==> src/rtl/aes_result_checker_pkg.sv <==
// ============================================================================
// Module : aes_result_checker_pkg
// Brief  : Shared types and constants for the AES result checker.
// Rev    : 1.0 - initial release
// ============================================================================
`default_nettype none

package aes_result_checker_pkg;

    localparam int NUM_VECTORS_DEFAULT = 21;
    localparam int VEC_W               = 128;
    localparam int IDX_W               = 5;
    localparam int ERR_W               = 6;

    typedef logic [VEC_W-1:0] aes_vec_t;

    typedef enum logic [1:0] {
        ST_IDLE = 2'd0,
        ST_RUN  = 2'd1,
        ST_DONE = 2'd2
    } state_e;

endpackage

`default_nettype wire

==> src/rtl/aes_expected_rom.sv <==
// ============================================================================
// Module : aes_expected_rom
// Brief  : Expected ciphertexts, KeySbox set (zero plaintext, AES-128).
// Rev    : 1.0 - initial release
// ============================================================================
`default_nettype none

module aes_expected_rom
    import aes_result_checker_pkg::*;
#(
    parameter int NUM_VECTORS = NUM_VECTORS_DEFAULT
) (
    input  logic [IDX_W-1:0] idx,
    output aes_vec_t         expected
);

    aes_vec_t entry;

    always_comb begin
        entry = '0;
        case (idx)
            5'd0:    entry = 128'h6d251e6944b051e04eaa6fb4dbf78465;
            5'd1:    entry = 128'h6e29201190152df4ee058139def610bb;
            5'd2:    entry = 128'hc3b44b95d9d2f25670eee9a0de099fa3;
            5'd3:    entry = 128'h5d9b05578fc944b3cf1ccf0e746cd581;
            5'd4:    entry = 128'hf7efc89d5dba578104016ce5ad659c05;
            5'd5:    entry = 128'h0306194f666d183624aa230a8b264ae7;
            5'd6:    entry = 128'h858075d536d79ccee571f7d7204b1f67;
            5'd7:    entry = 128'h35870c6a57e9e92314bcb8087cde72ce;
            5'd8:    entry = 128'h6c68e9be5ec41e22c825b7c7affb4363;
            5'd9:    entry = 128'hf5df39990fc688f1b07224cc03e86cea;
            5'd10:   entry = 128'hbba071bcb470f8f6586e5d3add18bc66;
            5'd11:   entry = 128'h43c9f7e62f5d288bb27aa40ef8fe1ea8;
            5'd12:   entry = 128'h3580d19cff44f1014a7c966a69059de5;
            5'd13:   entry = 128'h806da864dd29d48deafbe764f8202aef;
            5'd14:   entry = 128'ha303d940ded8f0baff6f75414cac5243;
            5'd15:   entry = 128'hc2dabd117f8a3ecabfbb11d12194d9d0;
            5'd16:   entry = 128'hfff60a4740086b3b9c56195b98d91a7b;
            5'd17:   entry = 128'h8146a08e2357f0caa30ca8c94d1a0544;
            5'd18:   entry = 128'h4b98e06d356deb07ebb824e5713f7be3;
            5'd19:   entry = 128'h7a20a53d460fc9ce0423a7a0764c6cf2;
            5'd20:   entry = 128'hf4a70d8af877f9b02b4c40df57d45b17;
            default: entry = '0;
        endcase
    end

    // Indices past the configured run length read as zero.
    assign expected = (int'(idx) < NUM_VECTORS) ? entry : '0;

endmodule

`default_nettype wire

==> config.mk <==
export PLATFORM = sky130hd
export DESIGN_NAME = aes_expected_rom
export DESIGN_NICKNAME = d
export VERILOG_FILES = /design/src/rtl/aes_result_checker_pkg.sv /design/src/rtl/aes_expected_rom.sv
export SDC_FILE = /design/constraint.sdc
export NUM_CORES = 1
export LEC_CHECK = 0
export ABC_CLOCK_PERIOD_IN_PS = 3300
export CAP_MARGIN = 20
export CORE_MARGIN = 5
export CORE_UTILIZATION = 35
export DETAILED_ROUTE_END_ITERATION = 8
export PLACE_DENSITY_LB_ADDON = 0.15
export SLEW_MARGIN = 20
export SYNTH_ARGS = -nofsm -noshare
export SYNTH_HDL_FRONTEND = slang
export SYNTH_SLANG_ARGS = --single-unit
==> constraint.sdc <==
create_clock -name vclk -period 3.3
set_input_delay 0.33 -clock vclk [all_inputs]
set_output_delay 0.33 -clock vclk [all_outputs]
set_load 0.005 [all_outputs]
==> results.md, run 1 <==
- Row count: 35
- ANT nets after route: 0
- Clkbuf count: 0
- Cell breakdown of the critical path: clkdlybuf4s50_1 > inv_1 > ha_1 > nand2b_1 > a21oi_1 > buf_4 > o21ai_0 > clkdlybuf4s50_1
- Post-CTS Setup Inserts: 0
- Worst Setup Path Type: primary input to primary output
- Setup violations, final: 1
- Int Power: approximately 470 uW
- Cell family with most CP delay: buffers and inverters
- Vias in the first global route: 5497
- Final Hold Viols: 0
- Final #Nets: 769
- Post-synth cell types: between 60 and 70
- Setup WS post-layout: -36.6 ps
- Fmax: around 300 MHz
- Mean Syn Cell Area: 5.57 sq um
- Hold Path Class: primary input to primary output
- Pre-CTS setup slack: roughly 25 ps
- Worst slew margin: 0.464
- Final period util: 1.01
- Seq pwr share: 0
- CP max stage delay: roughly 580 ps
- WL/cell: between 20 and 30 um
- CP required: 2970 ps
- Crit path top cell by count: clkdlybuf4s50_1
- Synth Net Count: about 600
- First DRT Iteration DRCs: ~1000
- MaxCap Viol Count: 0
- Failing checks: negative setup slack
- Startpoint types: primary input
- Drc violations: 0
- Antenna cells: 0
- CP endpoint kind: primary output
- Post-DR vias/cell: roughly 6.7
- PwrDens: a little under 200 nW/um^2
- Worst EP arrival: between 3000 and 4000 ps
- P_sw: 536 uW
- CP max FO: 7
- Initial Utilization: 0.359
- GR Util All Layers: 0.365
- Status: complete, but fails checks
- Pin count of the biggest net entering global routing: 40
- Measured slew at the worst slew-check pin: about 800 ps
- Hold WS: 1600 ps
- # port buffers: ~130
- RePlAce Congestion: approximately 1.1
- Share of cells above drive strength 1: 0.149
- Fin Setup TNS: -36.6 ps
- Sw Share: 0.532
- Pins Over Slew Limit: 0
- Die Y: between 100 and 150 um
- Minimum clock period: between 3000 and 4000 ps
- Critical Path Slowest Stage Cell: clkdlybuf4s50_1
- HPWL Detailed: approximately 17000 um
- Routed vias: roughly 5900
- Max VDD drop: roughly 110 uV
- Sequential area share after synthesis: 0
- Cells after synthesis: between 500 and 600
- Io pins: between 100 and 150
- Reg area: 0 sq um
- Post-Syn Area: around 3300 sq um
- WP buf/inv: 4
- Most common cell after layout, fill and taps aside: clkdlybuf4s50_1
- Yosys Warn Count: 0
- Router iterations before antenna repair: 7
- First-pass GRT wire length: around 33000 um
- Core area: about 9200 sq um
- CTS Hold Buffers Added: 0
- Combinational share of power: 1.000
- Area Growth Syn to Fin: 55.6%
- Leak: about 0.0020 uW
- Die area: roughly 12000 sq um
- Initial antenna violation count: 0
- Clock network fraction of design power: 0
- Resized Gates After CTS: 0
- Pwr Total: around 1000 uW
- Die X: approximately 110 um
- FFs & Latches: 0
- GRT overflow: 0
- Commonest cells after routing, fill and taps aside: 130 x clkdlybuf4s50_1, 101 x a21oi_1, 84 x buf_4, 68 x nor2_1, 62 x o21ai_0
- Utilization after layout: 0.558
- Drt total wl: about 22000 um
-- metrics by stage --
stage                     cells  area, sq um
after CTS                   876         5140
final                       876         5160
after global placement      876         5140
after floorplan             595         3310
after detailed placement    876         5140
after global routing        876         5160
-- cell type report --
cell class | count | area [sq um]
inverter | 10 | 37.5
multi-input combinational | 519 | 2990
tap | 129 | 161
fill | 940 | 4080
timing repair buffer | 218 | 1970
-- cell families after synthesis --
| family | Yosys count | share of synthesized area |
|---|---|---|
| multiplexers | 1 | 0.00302 |
| XOR/XNOR | 1 | 0.00264 |
| buffers and inverters | 76 | 0.104 |
| AND/OR/NAND/NOR | 244 | 0.346 |
| adder cells (fa/ha/maj) | 15 | 0.0566 |
| AO/OA/AOI/OAI | 258 | 0.488 |
-- tightest hold or removal path, cell delays in order --
cell and delay, ps:
buf_2 120, nor2_1 170, nand2_1 110, o211ai_1 80, clkdlybuf4s50_1 450
-- per-layer routing --
metal	routed length (um)	GRT usage	up-vias
met3	3630	0.119	144
met4	1320	0.153	0
met2	9120	0.554	618
li1	-	-	2478
met5	0	0	-
met1	7920	0.471	2618
-- synthesized netlist by cell type (all sizes together), types with 2 or more instances --
master    n  area (sq um)
o21ai    64           324
o211a     2          20.0
nor3b     2          20.0
o211ai    4          30.0
a311oi    9          85.1
nand4     2          12.5
o31a      3          26.3
nor3     36           180
nor4      2          12.5
nand3    25           125
o221ai    2          17.5
and2      5          31.3
and3      4          25.0
clkbuf   25          95.1
nand2    59           229
nand2b   17           106
a31o      4          35.0
a211oi    5          50.1
a21oi   102           514
o31ai     5          37.5
ha       15           188
nor2     68           255
a31oi    16           115
or3       3          18.8
a311o     2          20.0
buf      41           211
a22o      5          43.8
or2       5          31.3
a21boi    2          15.0
inv      10          37.5
o32ai     3          26.3
o22ai     4          25.0
a221oi    2          17.5
o21a     12          90.1
nor2b    16           100
a22oi     2          15.0
-- worst paths after layout --
kind    from            end  slack, ps  cells after the start
min   idx[4]   expected[95]       1600                      5
max   idx[0]  expected[104]        -40                      8
-- power by group through the flow --
stage	registers (uW)	logic, uW	clock network [uW]
after global placement	0	971	0
after detailed placement	0	968	0
after floorplan	0	442	0
after global routing	0	1060	0
after CTS	0	973	0
final	0	1010	0
Note: power is estimated with default switching activity, not from simulation.
==> inputs of run 2 (changes only) <==
--- a/config.mk
+++ b/config.mk
@@ -6,7 +6,7 @@
 export NUM_CORES = 1
 export LEC_CHECK = 0
 export ABC_CLOCK_PERIOD_IN_PS = 3300
-export CAP_MARGIN = 20
+export CAP_MARGIN = 0
 export CORE_MARGIN = 5
 export CORE_UTILIZATION = 35
 export DETAILED_ROUTE_END_ITERATION = 8
==> results of run 2 <==
No change in the layout: final DEF, timing and power equal those of run 1.
